$ cat config.mk
export PLATFORM = sky130hd
export DESIGN_NAME = press_classifier_flat
export DESIGN_NICKNAME = d
export VERILOG_FILES = /design/src/rtl/press_classifier_if.sv /design/src/rtl/press_classifier.sv /design/src/flat_wrapper.sv
export SDC_FILE = /design/constraint.sdc
export NUM_CORES = 1
export LEC_CHECK = 0
export CORE_ASPECT_RATIO = 0.75
export CORE_UTILIZATION = 59
export CTS_CLUSTER_SIZE = 10
export DETAILED_ROUTE_END_ITERATION = 7
export GPL_ROUTABILITY_DRIVEN = 0
export PLACE_DENSITY = 0.75
export SLEW_MARGIN = 20
export SYNTH_ARGS = -nofsm -noshare
export SYNTH_HDL_FRONTEND = slang
export SYNTH_SLANG_ARGS = --single-unit
$ cat constraint.sdc
create_clock -name clk -period 1.9 [get_ports clk]
set_clock_uncertainty 0.15 [all_clocks]
set_input_delay 0.38 -clock clk [delete_from_list [all_inputs] [get_ports clk]]
set_output_delay 0.38 -clock clk [all_outputs]
set_load 0.03 [all_outputs]
$ cat src/rtl/press_classifier_if.sv
// Button-side bundle for press_classifier: raw button levels in, debounced
// levels and one-cycle short/long press events out.
interface press_classifier_if;
  logic btn_r;
  logic btn_l;
  logic button_r_s;
  logic button_r_l;
  logic button_l_s;
  logic button_l_l;
  logic btn_r_db;
  logic btn_l_db;

  modport master (
    output btn_r,
    output btn_l,
    input  button_r_s,
    input  button_r_l,
    input  button_l_s,
    input  button_l_l,
    input  btn_r_db,
    input  btn_l_db
  );

  modport slave (
    input  btn_r,
    input  btn_l,
    output button_r_s,
    output button_r_l,
    output button_l_s,
    output button_l_l,
    output btn_r_db,
    output btn_l_db
  );
endinterface

$ cat src/rtl/press_classifier.sv
// Two independent button channels: 2-FF sync, debounce, short/long press FSM.
// Optional auto-repeat of short pulses while held long: define PRESS_REPEAT_EN.
module press_classifier #(
  parameter int DEBOUNCE_CYCLES = 16,
  parameter int LONG_CYCLES     = 1000,
  parameter int REPEAT_CYCLES   = 250
) (
  input  logic               clk,
  input  logic               rst_n,
  press_classifier_if.slave  bus
);

  localparam int DB_W   = $clog2(DEBOUNCE_CYCLES + 1);
  localparam int HOLD_W = $clog2(LONG_CYCLES + 1);

  localparam logic [DB_W-1:0]   DB_LAST   = DB_W'(DEBOUNCE_CYCLES - 1);
  // Compared before the increment, so the hit lands as the count reaches LONG_CYCLES-1.
  localparam logic [HOLD_W-1:0] HOLD_LAST = HOLD_W'(LONG_CYCLES - 2);
  localparam logic [HOLD_W-1:0] HOLD_MAX  = {HOLD_W{1'b1}};

`ifdef PRESS_REPEAT_EN
  localparam int REP_W = $clog2(REPEAT_CYCLES + 1);
  localparam logic [REP_W-1:0] REP_LAST = REP_W'(REPEAT_CYCLES - 1);
`endif

  if (DEBOUNCE_CYCLES < 2 || LONG_CYCLES <= DEBOUNCE_CYCLES || REPEAT_CYCLES < 1) begin : g_bad_params
    $error("press_classifier: illegal DEBOUNCE/LONG/REPEAT parameter combination");
  end

  typedef enum logic [1:0] {
    ST_IDLE    = 2'd0,
    ST_PRESSED = 2'd1,
    ST_LONG    = 2'd2
  } state_e;

  // Channel 0 is the right button, channel 1 the left.
  logic [1:0] raw_s;
  logic [1:0] db_lvl_s;
  logic [1:0] short_s;
  logic [1:0] long_s;

  assign raw_s = {bus.btn_l, bus.btn_r};

  for (genvar c = 0; c < 2; c++) begin : g_ch
    logic            sync1_q, sync1_d;
    logic            sync2_q, sync2_d;
    logic            db_q, db_d;
    logic [DB_W-1:0] db_cnt_q, db_cnt_d;
    state_e              state_q;
    logic [HOLD_W-1:0]   hold_q;
    logic                short_q;
    logic                long_q;
`ifdef PRESS_REPEAT_EN
    logic [REP_W-1:0]    rep_q;
`endif

    // Next-state for synchronizer and debouncer.
    always_comb begin
      sync1_d  = raw_s[c];
      sync2_d  = sync1_q;
      db_d     = db_q;
      db_cnt_d = db_cnt_q;
      if (sync2_q == db_q) begin
        db_cnt_d = '0;
      end else if (db_cnt_q == DB_LAST) begin
        db_d     = sync2_q;
        db_cnt_d = '0;
      end else begin
        db_cnt_d = db_cnt_q + DB_W'(1);
      end
    end

    // Synchronizer and debouncer registers.
    always_ff @(posedge clk or posedge rst_n) begin
      if (rst_n) begin
        sync1_q  <= 1'b0;
        sync2_q  <= 1'b0;
        db_q     <= 1'b0;
        db_cnt_q <= '0;
      end else begin
        sync1_q  <= sync1_d;
        sync2_q  <= sync2_d;
        db_q     <= db_d;
        db_cnt_q <= db_cnt_d;
      end
    end

    // Press classifier FSM with registered event pulses.
    always_ff @(posedge clk or posedge rst_n) begin
      if (rst_n) begin
        state_q <= ST_IDLE;
        hold_q  <= '0;
        short_q <= 1'b0;
        long_q  <= 1'b0;
`ifdef PRESS_REPEAT_EN
        rep_q   <= '0;
`endif
      end else begin
        short_q <= 1'b0;
        long_q  <= 1'b0;
        case (state_q)
          ST_IDLE: begin
            if (db_q) begin
              hold_q  <= '0;
              state_q <= ST_PRESSED;
            end else begin
              state_q <= ST_IDLE;
            end
          end
          ST_PRESSED: begin
            if (!db_q) begin
              short_q <= 1'b1;
              state_q <= ST_IDLE;
            end else if (hold_q == HOLD_LAST) begin
              long_q  <= 1'b1;
              hold_q  <= hold_q + HOLD_W'(1);
              state_q <= ST_LONG;
`ifdef PRESS_REPEAT_EN
              rep_q   <= '0;
`endif
            end else if (hold_q != HOLD_MAX) begin
              hold_q  <= hold_q + HOLD_W'(1);
            end else begin
              hold_q  <= hold_q;
            end
          end
          ST_LONG: begin
            if (!db_q) begin
              state_q <= ST_IDLE;
`ifdef PRESS_REPEAT_EN
              rep_q   <= '0;
            end else if (rep_q == REP_LAST) begin
              // Held long: re-emit a short pulse every REPEAT_CYCLES.
              short_q <= 1'b1;
              rep_q   <= '0;
            end else begin
              rep_q   <= rep_q + REP_W'(1);
`else
            end else begin
              state_q <= ST_LONG;
`endif
            end
          end
          default: begin
            state_q <= ST_IDLE;
          end
        endcase
      end
    end

    assign db_lvl_s[c] = db_q;
    assign short_s[c]  = short_q;
    assign long_s[c]   = long_q;
  end

  assign bus.btn_r_db   = db_lvl_s[0];
  assign bus.btn_l_db   = db_lvl_s[1];
  assign bus.button_r_s = short_s[0];
  assign bus.button_r_l = long_s[0];
  assign bus.button_l_s = short_s[1];
  assign bus.button_l_l = long_s[1];

endmodule

$ cat src/flat_wrapper.sv
// flat-port wrapper written by rule: the top's interface ports become plain ports
module press_classifier_flat 
#(
  parameter int DEBOUNCE_CYCLES = 16,
  parameter int LONG_CYCLES     = 1000,
  parameter int REPEAT_CYCLES   = 250
)
  (clk, rst_n, bus_btn_r, bus_btn_l, bus_button_r_s, bus_button_r_l, bus_button_l_s, bus_button_l_l, bus_btn_r_db, bus_btn_l_db);
  press_classifier_if bus_i ();
  input  logic clk;
  input  logic rst_n;
  input wire logic [$bits(bus_i.btn_r)-1:0] bus_btn_r;
  input wire logic [$bits(bus_i.btn_l)-1:0] bus_btn_l;
  output wire logic [$bits(bus_i.button_r_s)-1:0] bus_button_r_s;
  output wire logic [$bits(bus_i.button_r_l)-1:0] bus_button_r_l;
  output wire logic [$bits(bus_i.button_l_s)-1:0] bus_button_l_s;
  output wire logic [$bits(bus_i.button_l_l)-1:0] bus_button_l_l;
  output wire logic [$bits(bus_i.btn_r_db)-1:0] bus_btn_r_db;
  output wire logic [$bits(bus_i.btn_l_db)-1:0] bus_btn_l_db;
  assign bus_i.btn_r = bus_btn_r;
  assign bus_i.btn_l = bus_btn_l;
  assign bus_button_r_s = bus_i.button_r_s;
  assign bus_button_r_l = bus_i.button_r_l;
  assign bus_button_l_s = bus_i.button_l_s;
  assign bus_button_l_l = bus_i.button_l_l;
  assign bus_btn_r_db = bus_i.btn_r_db;
  assign bus_btn_l_db = bus_i.btn_l_db;
  press_classifier #(.DEBOUNCE_CYCLES(DEBOUNCE_CYCLES), .LONG_CYCLES(LONG_CYCLES), .REPEAT_CYCLES(REPEAT_CYCLES)) u_core (.clk(clk), .rst_n(rst_n), .bus(bus_i));
endmodule
; Yosys cells after proc, flatten, opt, wreduce, memory -nomap -nowiden
; Index checks and enable logic that the tools add are counted.
[totals]
register_bits = 44
input_bits = 4
output_inout_bits = 6
word_cells = 84
[classes]
add_sub_neg = 4
eq_ne = 20
muxes = 34
bitwise = 2
n_reduce_logical = 8
[ops]
columns = operator, n
row1 = $mux 10, 8
row2 = $pmux 10 s2, 2
row3 = $add 10x1->10 const B, 2
row4 = $eq 10x10->1 const B, 2
row5 = $mux 5, 4
row6 = $ne 10x10->1 const B, 2
row7 = $mux 1, 12
row8 = $mux 2, 6
row9 = $pmux 2 s3, 2
row10 = $add 5x1->5 const B, 2
row11 = $eq 5x4->1 const B, 2
row12 = $ne 2x1->1 const B, 4
row13 = $reduce_and 4->1, 2
row14 = $ne 3x1->1 const B, 2
row15 = $ne 3x3->1 const B, 2
row16 = $eq 2x1->1 const B, 2
row17 = $eq 2x2->1 const B, 2
row18 = $logic_not 2->1, 2
row19 = $reduce_and 2->1, 2
row20 = $reduce_bool 2->1, 2
row21 = $eq 1x1->1, 2
row22 = $not 1->1, 2

; Logic depth before layout (Yosys ltp)
; Gate-level depths: netlist of the first run.
[depth]
word_depth = 5
ltp_mapped = 7
depth_no_buf = 6

; Least setup slack after synthesis of the first run
; OpenSTA, ideal clock, no wires.
[synth_timing]
kind = reg2reg
start = register u_core.g_ch[1].hold_q[0]
end = register u_core.g_ch[1].hold_q[3]
setup_time_ns = 0.130
t_arrival_ns = 1.451
t_required_ns = 1.620
path_slack_ns = 0.168
stages_incl_launch_ff = 7
n_path_buf = 1
period_less_slack_ns = 1.732
path_cell_list = dfrtp_1 ha_1 and4_1 buf_2 a31o_2 o221ai_1 o31ai_1
[synth_between]
elab_chain_cells = 5
elab_cells_between_ends = 9
classes_between = add/sub: 1 / eq/ne: 3 / mux: 4 / reduce/logical: 1
[synth_rtl]
columns = item, line_no
row1 = "start, declared", press_classifier.sv:50  ; logic [HOLD_W-1:0] hold_q;
row2 = "start signal, assigned", press_classifier.sv:116  ; hold_q <= hold_q + HOLD_W'(1);
row3 = "start signal, assigned", press_classifier.sv:122  ; hold_q <= hold_q + HOLD_W'(1);
row4 = "start signal, assigned", press_classifier.sv:124  ; hold_q <= hold_q;
row5 = $add 10x1->10, "press_classifier.sv:116, press_classifier.sv:122"
row6 = $mux 10, press_classifier.sv:121  ; end else if (hold_q != HOLD_MAX) begin
row7 = $mux 10, press_classifier.sv:114  ; end else if (hold_q == HOLD_LAST) begin
row8 = $mux 10, press_classifier.sv:111  ; if (!db_q) begin
row9 = $pmux 10 s2, press_classifier.sv:101  ; case (state_q)
; Parallel ways exist; a longest one is shown, timed or not. The select of a mux whose other input is x is not followed.
; A chain may end at the register's enable or synchronous reset.

; Final worst setup path of the first run
[layout_timing]
start = register u_core.g_ch[1].db_q (netlist: u_core.bus.btn_l_db)
end = output port bus_btn_l_db
[layout_lines]
columns = item, line_no
row1 = "start, declared", press_classifier.sv:47  ; logic db_q, db_d;
row2 = "start signal, assigned", press_classifier.sv:78  ; db_q <= 1'b0;
row3 = "start signal, assigned", press_classifier.sv:83  ; db_q <= db_d;
row4 = "end, declared", flat_wrapper.sv:19  ; output wire logic [$bits(bus_i.btn_l_db)-1:0] bus_btn_l_db;
; No word-level cell between the ends.

==> results_dict.tcl, run 1 <==
set metrics [dict create \
    outcome "completed" \
    grt_max_degree 45 \
    post_layout_nonfiller_instances 297 \
    crit_required_ns 1.37 \
    cts_tree "done" \
    crit_type "flip-flop to output pin" \
    synth_ff_type "dfrtp_1" \
    worstPathArrival_ns 1.30 \
    power.switching_uw 328 \
    period_share_pct 96.1 \
    tightestPinTransition_ns 0.395 \
    core_um2 3660 \
    dpl.cell_count 287 \
    p_leak_uw 0.00119 \
    whs_ns 0.202 \
    nFillCells 298 \
    startpoint "u_core.bus.btn_l_db" \
    die_w_um 73.4 \
    crit_path_end "bus_btn_l_db" \
    yosysWarnings 0 \
    synthTopCellsByArea "dfrtp_1 49%, ha_1 6.6%, nand2_1 3.7%" \
    reg2reg_from "u_core.g_ch[1].hold_q[0]" \
    clk_latency_ns 0.29 \
    dieArea_um2 4080 \
    p_int_uw 1270 \
    grt_first_pass_wirelength_um 7120 \
    yosysTopAreaCellShare_pct 48.8 \
    start_kind "flip-flop" \
    start_util_pct 61.7 \
    clock.fmax_mhz 547 \
    endpoint_kind "output pin" \
    path_max_fanout 2 \
    grt_pass1_vias 1583 \
    drv_cap 0 \
    vias 1707 \
    cts_hold_buf 0 \
    p_clk_share_pct 36.6 \
    grt_antenna_before_repair 0 \
    ant_nets 0 \
    rr_worst_depth 6 \
    final_util_pct 70.2 \
    fp.dieH_um 55.6 \
    ys_async_sr_fraction_pct 100 \
    synth_edf_count 0 \
    r2r-end "u_core.g_ch[1].state_q[1]" \
    drive_gt1_share_pct 11.4 \
    slew_violations 0 \
    dpl.hpwl_um 3050 \
    syn_area_um2 2260 \
    nets 260 \
    critical_path.top_delay_family "buffers and inverters" \
    port_buffers 9 \
    drt_iter0_markers 210 \
    viasPerCell 5.75 \
    cts_sinks 44 \
    netlist_instances 225 \
    avgRoutedWirePerCell_um 14.3 \
    yosysTopAreaCell "dfrtp_1" \
    drt-pass1-iter-count 4 \
    ir_worst_vdd_uv 506 \
    worstSetupPathDepth 1 \
    rows 19 \
    clock_path_buffers 2 \
    setup_violations 0 \
    min-delay-path-class "flip-flop to flip-flop" \
    timing.final.crit_period_ns 1.83 \
    rrSetupSlack_ns 0.11 \
    netSwitchingFraction_pct 20.6 \
    grt_overflow 0 \
    track_usage_pct 22.8 \
    syn_area_per_cell_um2 10.0 \
    hold_viol_final 0 \
    slew_headroom_pct 73.4 \
    path_clk_slew_ns 0.08 \
    io_pins 10 \
    crit_chain "clkdlybuf4s50_1" \
    area_growth_pct 13.8 \
    cts-root-buf "clkbuf_8" \
    p_comb_share_pct 3.2 \
    diodes 0 \
    htree_num_levels 2 \
    slowest_stage "clkdlybuf4s50_1" \
    synthDistinctLibCells 42 \
    cts_buffers 5 \
    syn-num-nets 241 \
    slowest_delay_ns 0.67 \
    power.density_nw_per_um2 621 \
    cp.buffers_inverters 1 \
    ys_seq_area_share_pct 48.8 \
    power_frac_seq_pct 60.2 \
    routed_wl_um 4260 \
    drcViolationCount 0 \
    synth-seq-cells 44 \
]
-- final cells by class --
type,instances,area (um2),share of cell area (%)
sequential,44,1100,42.8
multi-input combinational,159,1080,42.2
timing repair buffer,18,169,6.57
clock buffer,8,90.1,3.51
tap,52,65.1,2.53
inverter,16,60.1,2.34
-- repair_timing --
item / CTS / global route
buffers inserted: 0 / 2
resized for setup: 1 / 6
setup endpoints to repair: 1 / 17
-- flip-flops by register name, summed over array words and instances (netlist names), 2 cells and up --
signal,count
u_core.g_ch.db_cnt_q,10
u_core.g_ch.hold_q,20
u_core.g_ch.state_q,4
u_core.g_ch.sync1_q,2
u_core.g_ch.sync2_q,2
-- through the flow --
stage	TNS (ns)	power, uW	setup WS (ns)	instance area, um2
6_report	0	1600	0.0733	2570
5_1_grt	-0.0218	1660	-0.00948	2570
4_1_cts	0	1620	0.0424	2540
3_5_place_dp	0	1030	0.0738	2450
3_3_place_gp	0	1030	0.103	2450
2_1_floorplan	0	1010	0.168	2260
-- per-layer routing --
metal | GRT usage, % | vias to the layer above | part of all wire [%]
li1 | - | 847 | -
met1 | 33.8 | 806 | 49
met2 | 33.6 | 48 | 45
met3 | 5.07 | 6 | 4.6
met4 | 6.87 | 0 | 1.1
met5 | 0 | - | 0
-- synth_stat cells (2+ instances only) --
| library cell | instances |
|---|---|
| dfrtp_1 | 44 |
| nand2_1 | 22 |
| inv_1 | 16 |
| nand3_1 | 14 |
| nor2_1 | 14 |
| ha_1 | 12 |
| o21ai_0 | 12 |
| a21oi_1 | 9 |
| and2_1 | 6 |
| and4_1 | 6 |
| buf_2 | 6 |
| nand4_1 | 6 |
| xor2_1 | 6 |
| o21ai_1 | 5 |
| a41o_1 | 3 |
| and3_1 | 3 |
| mux2i_1 | 3 |
| nand3b_1 | 3 |
| nor4_1 | 3 |
| a211oi_1 | 2 |
| a31o_1 | 2 |
| a31o_2 | 2 |
| mux2_2 | 2 |
| nand2b_1 | 2 |
| nor3_1 | 2 |
| o211ai_1 | 2 |
| o221ai_1 | 2 |
| o31a_1 | 2 |
-- cells in the final DEF, fill, tap and decap left out, types with 8 or more instances in the layout --
master	synthesis	layout
dfrtp_1	44	44
inv_1	16	16
ha_1	12	10
nand2_1	22	22
o21ai_0	12	12
clkdlybuf4s50_1	0	8
nor2_1	14	14
buf_4	0	8
a21oi_1	9	9
nand3_1	14	14
-- logic make-up (layout without fill, tap and decap cells) --
family          count (synthesis)  count (layout)  share of synthesized area [%]
simple gates                   91              91                           23.0
flops                          44              44                           48.8
xor+xnor                        6               6                           2.33
buf+inv                        22              42                           3.99
mux                             5               5                           2.33
fa+ha+maj                      12              12                           6.65
compound gates                 45              45                           13.0
-- power by group through the flow --
stage	Combinational (uW)	Sequential (uW)	Clock [uW]
3_3_place_gp	49.6	977	0
3_5_place_dp	53.3	979	0
5_1_grt	60.3	962	634
2_1_floorplan	31.8	977	0
6_report	50.6	961	584
4_1_cts	53.4	960	602
-- worst min path at each step --
stage / startpoint / endpoint / slack, ns / cells after the start
after floorplan: u_core.g_ch[0].sync1_q / u_core.g_ch[0].sync2_q / 0.18 / 0
after global placement: u_core.g_ch[0].sync1_q / u_core.g_ch[0].sync2_q / 0.18 / 0
after detailed placement: u_core.g_ch[1].sync1_q / u_core.g_ch[1].sync2_q / 0.19 / 0
after CTS: u_core.g_ch[1].sync1_q / u_core.g_ch[1].sync2_q / 0.20 / 0
after global routing: u_core.g_ch[1].sync1_q / u_core.g_ch[1].sync2_q / 0.21 / 0
final: u_core.g_ch[1].sync1_q / u_core.g_ch[1].sync2_q / 0.20 / 0
(Power assumes the default switching activity.)
==> run 2: changes to the inputs <==
--- a/config.mk
+++ b/config.mk
@@ -6,11 +6,12 @@
 export NUM_CORES = 1
 export LEC_CHECK = 0
 export CORE_ASPECT_RATIO = 0.75
-export CORE_UTILIZATION = 59
+export CORE_UTILIZATION = 50
 export CTS_CLUSTER_SIZE = 10
 export DETAILED_ROUTE_END_ITERATION = 7
 export GPL_ROUTABILITY_DRIVEN = 0
-export PLACE_DENSITY = 0.75
+export HOLD_SLACK_MARGIN = 0.15
+export PLACE_DENSITY = 0.65
 export SLEW_MARGIN = 20
 export SYNTH_ARGS = -nofsm -noshare
 export SYNTH_HDL_FRONTEND = slang
==> run 2 against run 1 <==
  * Die area increased by 17%
  * Via count is 1.6% higher
  * Register-to-register slack about the same
  * Final cell count rose by 0.34%
  * Power rose by 9.5%
  * Setup slack got worse by 0.0036 ns
  * Highest routed layer unchanged
  * Critical endpoint is now bus_button_l_l
  * Clock power rose by 26%
  * Combinational power about the same
==> results_dict.tcl, run 2 (synthesized netlist as in run 1, its figures left out) <==
set metrics [dict create \
    clk_latency_ns 0.29 \
    p_leak_uw 0.00121 \
    endpoint_kind "output pin" \
    fp.dieH_um 60.2 \
    fin_setup_tns_ns 0 \
    cts_tree "done" \
    area_growth_pct 14.7 \
    cts_sinks 44 \
    cts_hold_buf 0 \
    timing.final.crit_period_ns 1.83 \
    cts_setup_buffers 0 \
    drt-pass1-iter-count 4 \
    crit_path_end "bus_button_l_l" \
    core_um2 4180 \
    cts_buffers 5 \
    grt_antenna_before_repair 0 \
    reg2reg_from "u_core.g_ch[0].state_q[0]" \
    hold_viol_final 0 \
    vias 1734 \
    nFillCells 333 \
    multi_input_area_um2 1100 \
    ant_nets 0 \
    start_kind "flip-flop" \
    power_frac_seq_pct 55.0 \
    period_share_pct 96.3 \
    outcome "completed" \
    power.density_nw_per_um2 674 \
    drv_cap 0 \
    crit_chain "clkdlybuf4s50_1" \
    final_cell_mix "43 x dfrtp_1, 22 x nand2_1, 16 x inv_1" \
    routed_wl_um 4590 \
    clock.fmax_mhz 546 \
    drt_iter0_markers 158 \
    setup_violations 0 \
    slew_violations 0 \
    largest_reg_flops 20 \
    top_register "u_core.g_ch.hold_q" \
    r2r-end "u_core.g_ch[0].hold_q[7]" \
    die_w_um 79.6 \
    crit_required_ns 1.37 \
    start_util_pct 54.0 \
    netSwitchingFraction_pct 21.8 \
    critical_path.top_delay_family "buffers and inverters" \
    register_area_um2 1100 \
    crit_type "flip-flop to output pin" \
    grt_max_degree 28 \
    largestRegisters "u_core.g_ch.hold_q: 20 flops, u_core.g_ch.db_cnt_q: 10 flops, u_core.g_ch.state_q: 4 flops" \
    grt_first_pass_wirelength_um 7810 \
    io_pins 10 \
    slowest_stage "clkdlybuf4s50_1" \
    rows 20 \
    power.switching_uw 381 \
    tightestPinTransition_ns 0.422 \
    clock_path_buffers 2 \
    p_int_uw 1370 \
    htree_num_levels 2 \
    worstPathArrival_ns 1.30 \
    rr_worst_depth 6 \
    layout.cells.most_common "dfrtp_1" \
    p_clk_share_pct 42.1 \
    worstSetupPathDepth 1 \
    grt_pass1_vias 1737 \
    grt_overflow 0 \
    drcViolationCount 0 \
    rrSetupSlack_ns 0.11 \
    port_buffers 9 \
    dpl.hpwl_um 3310 \
    avgRoutedWirePerCell_um 15.4 \
    p_comb_share_pct 2.9 \
    cp.buffers_inverters 1 \
    min-delay-path-class "flip-flop to flip-flop" \
    whs_ns 0.217 \
    drive_gt1_share_pct 12.3 \
    slowest_delay_ns 0.67 \
    viasPerCell 5.82 \
    final_util_pct 62.0 \
    slew_headroom_pct 71.6 \
    path_max_fanout 1 \
    ir_worst_vdd_uv 454 \
    startpoint "u_core.bus.button_l_l" \
    track_usage_pct 21.7 \
    dieArea_um2 4790 \
    path_clk_slew_ns 0.09 \
    diodes 0 \
    cts-root-buf "clkbuf_8" \
    nets 258 \
]
run 2: power by group through the flow:
stage | logic (uW) | registers [uW] | clock network (uW)
final | 50.7 | 961 | 735
after global routing | 59.1 | 963 | 790
after CTS | 52.9 | 961 | 748
after detailed placement | 52.9 | 979 | 0
after global placement | 48.7 | 977 | 0
after floorplan | 31.8 | 977 | 0
run 2: what timing repair did:
action,in CTS,in global routing
pin swaps,0,1
resized for setup,1,10
setup endpoints to repair,1,19
run 2: stage by stage:
step / total power [uW] / instance area, um2 / setup slack [ns] / std cells
2_1_floorplan: 1010 / 2260 / 0.168 / 225
3_3_place_gp: 1030 / 2440 / 0.108 / 290
3_5_place_dp: 1030 / 2440 / 0.0483 / 290
6_report: 1750 / 2590 / 0.0698 / 298
5_1_grt: 1810 / 2590 / -0.0164 / 298
4_1_cts: 1760 / 2550 / 0.0245 / 298
run 2: cell type report:
cell class	count	share of cell area, %
clock buffer	5	2.66
clock inverter	3	1.79
inverter	16	2.32
multi-input combinational	159	42.5
sequential	44	42.5
tap	55	2.66
timing repair buffer	16	5.55
run 2: layer usage:
| layer | part of all wire [%] | vias to the layer above | global-route usage, % |
|---|---|---|---|
| met1 | 48 | 846 | 28.5 |
| met5 | 0 | - | 0 |
| met4 | 0.54 | 0 | 8.31 |
| met3 | 4.4 | 2 | 5.19 |
| met2 | 47 | 44 | 34.9 |
| li1 | - | 842 | - |
run 2: worst min-delay path by stage:
stage / startpoint / end / cells past startpoint
finish: u_core.g_ch[0].sync1_q / u_core.g_ch[0].sync2_q / 0
CTS: u_core.g_ch[0].sync1_q / u_core.g_ch[0].sync2_q / 0
floorplan: u_core.g_ch[0].sync1_q / u_core.g_ch[0].sync2_q / 0
global route: u_core.g_ch[0].sync1_q / u_core.g_ch[0].sync2_q / 0
global placement: u_core.g_ch[1].sync1_q / u_core.g_ch[1].sync2_q / 0
detailed placement: u_core.g_ch[0].sync1_q / u_core.g_ch[0].sync2_q / 0
